## config.mk

```make
export PLATFORM = sky130hd
export DESIGN_NAME = arb8_priority_ctrl
export DESIGN_NICKNAME = d
export VERILOG_FILES = /design/src/rtl/arb8_priority_ctrl.sv
export SDC_FILE = /design/constraint.sdc
export NUM_CORES = 1
export LEC_CHECK = 0
export BUFFER_PORTS_ARGS = -buffer_cell sky130_fd_sc_hd__buf_2
export CAP_MARGIN = 20
export CORE_ASPECT_RATIO = 1.25
export CORE_MARGIN = 10
export CORE_UTILIZATION = 35
export DETAILED_ROUTE_END_ITERATION = 12
export PLACE_DENSITY_LB_ADDON = 0.25
export SLEW_MARGIN = 5
export SYNTH_ARGS = -nofsm -noshare
export SYNTH_HDL_FRONTEND = slang
export SYNTH_SLANG_ARGS = --single-unit
```

## constraint.sdc

```tcl
create_clock -name clk -period 8.5 [get_ports clk]
set_clock_uncertainty 0.05 [all_clocks]
set_input_delay 1.275 -clock clk [delete_from_list [all_inputs] [get_ports clk]]
set_output_delay 1.275 -clock clk [all_outputs]
set_load 0.05 [all_outputs]
```

## src/rtl/arb8_priority_ctrl.sv

```systemverilog
// 8-requester arbiter with fixed-priority or round-robin selection, a per-grant
// hold limit and a mandatory idle bubble between consecutive grants.
module arb8_priority_ctrl #(
  parameter int unsigned MAX_HOLD = 16,
  parameter int unsigned CNT_W    = 8
) (
  input  logic       clk,
  input  logic       rst_n,
  input  logic [7:0] req,
  input  logic       rr_mode,
  output logic [7:0] grant,
  output logic [2:0] grant_id,
  output logic       grant_valid,
  output logic       hold_expired
);

  typedef enum logic {
    IDLE  = 1'b0,
    GRANT = 1'b1
  } state_t;

  state_t           state_q, state_d;
  logic [7:0]       grant_q, grant_d;
  logic [2:0]       id_q, id_d;
  logic [2:0]       last_q, last_d;
  logic             valid_q, valid_d;
  logic             exp_q, exp_d;
  logic [CNT_W-1:0] cnt_q, cnt_d;

  // Both modes share one encoder: rotating by last_id makes rot[7] the
  // requester at last_id-1, so the highest set bit of rot is the RR winner.
  // Fixed priority is the same search with a rotation of zero.
  logic [2:0] base;
  logic [7:0] rot;
  logic [2:0] sel_j;
  logic [2:0] winner;

  assign base = rr_mode ? last_q : 3'd0;

  for (genvar gi = 0; gi < 8; gi++) begin : g_rot
    localparam logic [2:0] OFF = 3'(gi);
    logic [2:0] src;
    assign src     = base + OFF;
    assign rot[gi] = req[src];
  end

  always_comb begin
    sel_j = 3'd0;
    for (int j = 0; j < 8; j++) begin
      if (rot[j]) sel_j = 3'(j);
    end
  end

  assign winner = base + sel_j;

  always_comb begin
    state_d = state_q;
    grant_d = grant_q;
    id_d    = id_q;
    last_d  = last_q;
    valid_d = valid_q;
    exp_d   = 1'b0;
    cnt_d   = cnt_q;
    case (state_q)
      IDLE: begin
        grant_d = 8'h00;
        valid_d = 1'b0;
        if (|req) begin
          state_d = GRANT;
          grant_d = 8'b1 << winner;
          id_d    = winner;
          valid_d = 1'b1;
          cnt_d   = CNT_W'(1);
        end
      end
      GRANT: begin
        if (!req[id_q]) begin
          state_d = IDLE;
          grant_d = 8'h00;
          valid_d = 1'b0;
          last_d  = id_q;
        end else if (cnt_q == CNT_W'(MAX_HOLD)) begin
          state_d = IDLE;
          grant_d = 8'h00;
          valid_d = 1'b0;
          exp_d   = 1'b1;
          last_d  = id_q;
        end else begin
          cnt_d = cnt_q + 1'b1;
        end
      end
      default: state_d = IDLE;
    endcase
  end

  always_ff @(posedge clk or negedge rst_n) begin
    if (!rst_n) begin
      state_q <= IDLE;
      grant_q <= 8'h00;
      id_q    <= 3'd0;
      last_q  <= 3'd0;
      valid_q <= 1'b0;
      exp_q   <= 1'b0;
      cnt_q   <= '0;
    end else begin
      state_q <= state_d;
      grant_q <= grant_d;
      id_q    <= id_d;
      last_q  <= last_d;
      valid_q <= valid_d;
      exp_q   <= exp_d;
      cnt_q   <= cnt_d;
    end
  end

  assign grant        = grant_q;
  assign grant_id     = id_q;
  assign grant_valid  = valid_q;
  assign hold_expired = exp_q;

endmodule

```

Word-level counts from Yosys, hierarchy flattened
Cells that the tools add are included.
- shifts and indexed selects: 1
- eq/ne operators: 6
- reduce and logical (&&, ||, !) cells: 4
- muxes and demuxes: 44
- order comparisons: 8
- add/sub/neg operators: 9
- bitwise gates (word level): 1
- operator list (kind ; count):
    two-way mux 8 bit ; 6
    < comparator 3 x 4 -> 1 bit, second input constant ; 8
    one-hot mux 8 bit (2 select lines) ; 2
    binary-select mux 1 bit (select 3 bit) ; 8
    two-way mux 3 bit ; 8
    two-way mux 1 bit ; 17
    adder 3 bit, second input constant ; 4
    adder 8 x 1 -> 8 bit, second input constant ; 1
    equality test 8 x 5 -> 1 bit, second input constant ; 1
    OR reduction 8 bit ; 1
    left shift 1 x 3 -> 8 bit, first input constant ; 1
    adder 3 x 2 -> 3 bit, second input constant ; 2
    != test 2 x 1 -> 1 bit, second input constant ; 2
    != test 2 bit, second input constant ; 2
    one-hot mux 1 bit (2 select lines) ; 2
    AND reduction 2 bit ; 2
    adder 3 x 1 -> 3 bit, second input constant ; 1
    adder 3 bit ; 1
    != test 3 x 2 -> 1 bit, second input constant ; 1
    AND reduction 3 bit ; 1
    two-way mux 2 bit ; 1
    inverter 1 bit ; 1
- word-level logic and storage cells: 80
- register bits: 25
- input port bits: 11

Logic depth before layout (Yosys ltp)
- word-level depth: 15
- depth in mapped cells: 14
- gate-level depth less buffers: 13

Least setup slack after synthesis
OpenSTA, ideal clock, no wires.
- path type: input to register
- start point: in rr_mode
- end point: reg grant_q[0] (netlist: grant[0])
- library setup time: 0.121 ns
- arrival: 3.723 ns
- cell stages on the path: 13
- slack: 4.606 ns
- buffers on the path: 1
- path through: and2_2 > buf_6 > inv_1 > ha_1 > xnor2_1 > mux4_2 > nand2_2 > a31oi_1 > xnor2_1 > ha_1 > a221oi_2 > xnor3_2 > a22o_2
- word-level cells in the longest chain between the ends: 15
- elaborated cells between the ends (all ways): 33
- those cells by class: add/sub (8); shift (1); mux (24)
- ends and longest elaborated chain (item ; RTL line ; source):
    from (decl) ; 10 ; input logic rr_mode,
    two-way mux 3 bit (*) ; 38 ; assign base = rr_mode ? last_q : 3'd0;
    adder 3 x 1 -> 3 bit ; 43 ; assign src = base + OFF;
    binary-select mux 1 bit (select 3 bit) ; 44 ; assign rot[gi] = req[src];
    two-way mux 1 bit (implied by the code) ; 44 ;
    two-way mux 1 bit ; 50 ; if (rot[j]) sel_j = 3'(j);
    two-way mux 2 bit ; 50 ;
    two-way mux 3 bit (5 in series) ; 50 ;
    adder 3 bit (*) ; 54 ; assign winner = base + sel_j;
    left shift 1 x 3 -> 8 bit (*) ; 70 ; grant_d = 8'b1 << winner;
    two-way mux 8 bit (*) ; 68 ; if (|req) begin
    one-hot mux 8 bit (2 select lines) (*) ; 64 ; case (state_q)
    to (signal assigned) ; 107 ; grant_q <= grant_d;
    to (decl) ; 23 ; logic [7:0] grant_q, grant_d;
Mark *: on every way between the ends. The rest lies on a longest branch, timed or not. The select of a mux whose other input is x is not followed.
A chain may end at the register's enable or synchronous reset.

Final worst setup path
- start point: in rr_mode
- end point: reg grant_q[3] (netlist: grant[3])
The elaborated chain is that of the path after synthesis.

==> metrics.yaml <==
yosys_warnings: 0
cts_setup_buffers: 0
area_growth_syn_to_layout_pct: 10.2
synth_seq_area_share_pct: 37.3
synth_top_area_share_pct: 37.3
drc_errors: 0
num_io_pins: 24
start_kind: "input pin"
yosys.area.top_type: "dfrtp_1"
finalCriticalPeriod_ps: 4100
clk_path_buf_depth: 2
peakVddDrop_mv: 0.148
relSlewSlack_pct: 35.4
layout_commonest_cell: "nand2_1"
rsz0062_at_grt: "false"
finalSetupTns_ps: 0
power_density_mw_per_mm2: 387
syn_inst: 158
yosys-top-cells-area: "dfrtp_1 37%, mux4_2 6.7%, nand2_1 6.3%"
slowest_stage: "mux4_2"
ys.flop_type: "dfrtp_1"
dr.pass1.iters: 4
finalWirelength_um: 3600
async_flop_share_pct: 100
antenna_found_initial: 0
final_cell_mix: "28 x nand2_1, 25 x dfrtp_1, 23 x buf_2"
slowest_delay_ps: 580
crit_chain: "buf_2 -> and2_2 -> inv_1 -> ha_1 -> xnor2_1 -> mux4_2 -> nand2_2 -> a31oi_1 -> xnor2_1 -> ha_1 -> a221oi_2 -> xnor3_2 -> a22o_2"
finalSetupViolCount: 0
hp-class: "reg -> reg"
gp_congestion: 0.808
cts_tree: "done"
leakagePower_nw: 0.905
layout-drive-gt1-share_pct: 28.5
via_per_inst: 5.31
clock_latency_ps: 260
total_power_w: 0.000715
grt_pass1_vias: 1276
slew_viol_final: 0
worst_slew_pin_slew_ps: 969
syn_nets: 174
drv_cap: 0
vias: 1269
initial_core_util_pct: 35.7
worstPathMaxFanout: 9
synth-edff-count: 0
cts_num_sinks: 25
fin_nets: 196
cp-end-kind: "register"
critical_path_required_ps: 8610
h-tree-depth: 1
synth.distinct_cells: 46
syn-cell-area_mm2: 0.00168
dieArea_mm2: 0.00797
hold_buffers: 0
coreArea_mm2: 0.00469
die_y_um: 97.4
finalInstanceArea_mm2: 0.00185
num_rows: 28
status: "completed"
path_class: "in -> reg"
numCtsBuffers: 3
cp.arrival_ps: 4200
drt_iter0_markers: 38
post-dp-hpwl_um: 2820
clock_tree.root_cell: "clkbuf_8"
grt_max_degree: 26
grt_first_pass_wirelength_um: 6130
wl_per_cell_um: 15.1
antenna_cells: 0
dpl_cell_area_mm2: 0.00180
numPortBuffers: 23
ant_nets: 0
grt-ovfl-total: 0
track_usage_pct: 9.25
synth.avg_cell_area_um2: 10.6
synth_seq_cells: 25
clkTransAtPathRegs_ps: 90
die_w_um: 81.9
fmax_ghz: 0.244
finalHoldViolCount: 0
period_share_pct: 48.2
cts_resized: 0
[cell families (layout without fill, tap and decap cells)]
kind of cell	count (synthesis)	in the layout	synth area share [%]
buffers and inverters	12	33	5.23
multiplexers	19	19	17.3
adder cells (fa/ha/maj)	5	5	3.73
XOR/XNOR	11	11	6.65
AO/OA/AOI/OAI	24	24	11.7
flip-flops	25	25	37.3
AND/OR/NAND/NOR	62	62	18.1
[state kept, by name (all words and copies together) (netlist names)]
signal / cells
grant_id: 3
hold_expired: 1
grant_valid: 1
last_q: 3
cnt_q: 8
grant: 8
state_q: 1
[routing by layer]
metal | vias to the layer above | share of wire [%] | track usage (%)
met3 | 2 | 4.3 | 1.67
met1 | 631 | 44 | 11.6
met5 | - | 0 | 0
met2 | 16 | 51 | 15.3
li1 | 620 | - | -
met4 | 0 | 0.69 | 2.89
[synthesized netlist by cell type (2+ instances only)]
cell type and number:
a21oi_1 5, a22o_1 2, a22o_2 2, and2_2 2, and3_1 3, buf_6 3, dfrtp_1 25, ha_1 5
inv_1 6, mux2_2 4, mux2i_1 8, mux4_1 2, mux4_2 5, nand2_1 28, nand3_1 5, nor2_1 12
nor4_1 2, o21ai_0 2, o31ai_1 2, xnor2_1 3, xor2_1 7
[path summary, 6_finish.rpt]
path / startpoint / to / slack (ps) / cells past startpoint
worst min-delay path: grant[5]$_DFFE_PN0P_ / grant[5]$_DFFE_PN0P_ / 440 / 2
worst max-delay path: rr_mode / grant[3]$_DFFE_PN0P_ / 4400 / 13
max in group asynchronous: rst_n / cnt_q[3]$_DFFE_PN0P_ / 7100 / 1
worst max register to register: last_q[1]$_DFFE_PN0P_ / grant[3]$_DFFE_PN0P_ / 5100 / 12
worst min register to register: grant[5]$_DFFE_PN0P_ / grant[5]$_DFFE_PN0P_ / 440 / 2
min in group asynchronous: rst_n / grant_valid$_DFFE_PN0P_ / 930 / 1
[report_power, final]
| part | switching (W) | internal, W | total, W |
|---|---|---|---|
| sequential | 0.0000396 | 0.000156 | 0.000196 |
| clock | 0.0000352 | 0.0000334 | 0.0000686 |
| combinational | 0.000275 | 0.000175 | 0.000450 |
| total | 0.000350 | 0.000365 | 0.000715 |
[final cells by class]
class,count,area (um2)
fillers,487,2850
multi-input cells,121,962
flip-flops and latches,25,626
repair buffers,23,115
well taps,60,75.1
clock buffers,4,45.0
inverters,6,22.5
[critical path, delay by kind of cell]
kind | cells | cell delay [ps]
XOR/XNOR | 3 | 840
multiplexers | 1 | 580
AO/OA/AOI/OAI | 3 | 490
adder cells (fa/ha/maj) | 2 | 410
AND/OR/NAND/NOR | 2 | 360
buffers and inverters | 2 | 240
[through the flow]
step	util, %	hold slack, ps	setup WS [ps]	std cells
after floorplan	-	437	4610	158
after global placement	38.4	414	4290	235
after detailed placement	38.4	423	4170	235
after CTS	39.3	442	4430	239
after global routing	39.3	464	4240	239
final	39.3	437	4400	239
Power figures use the tool's default switching activity.
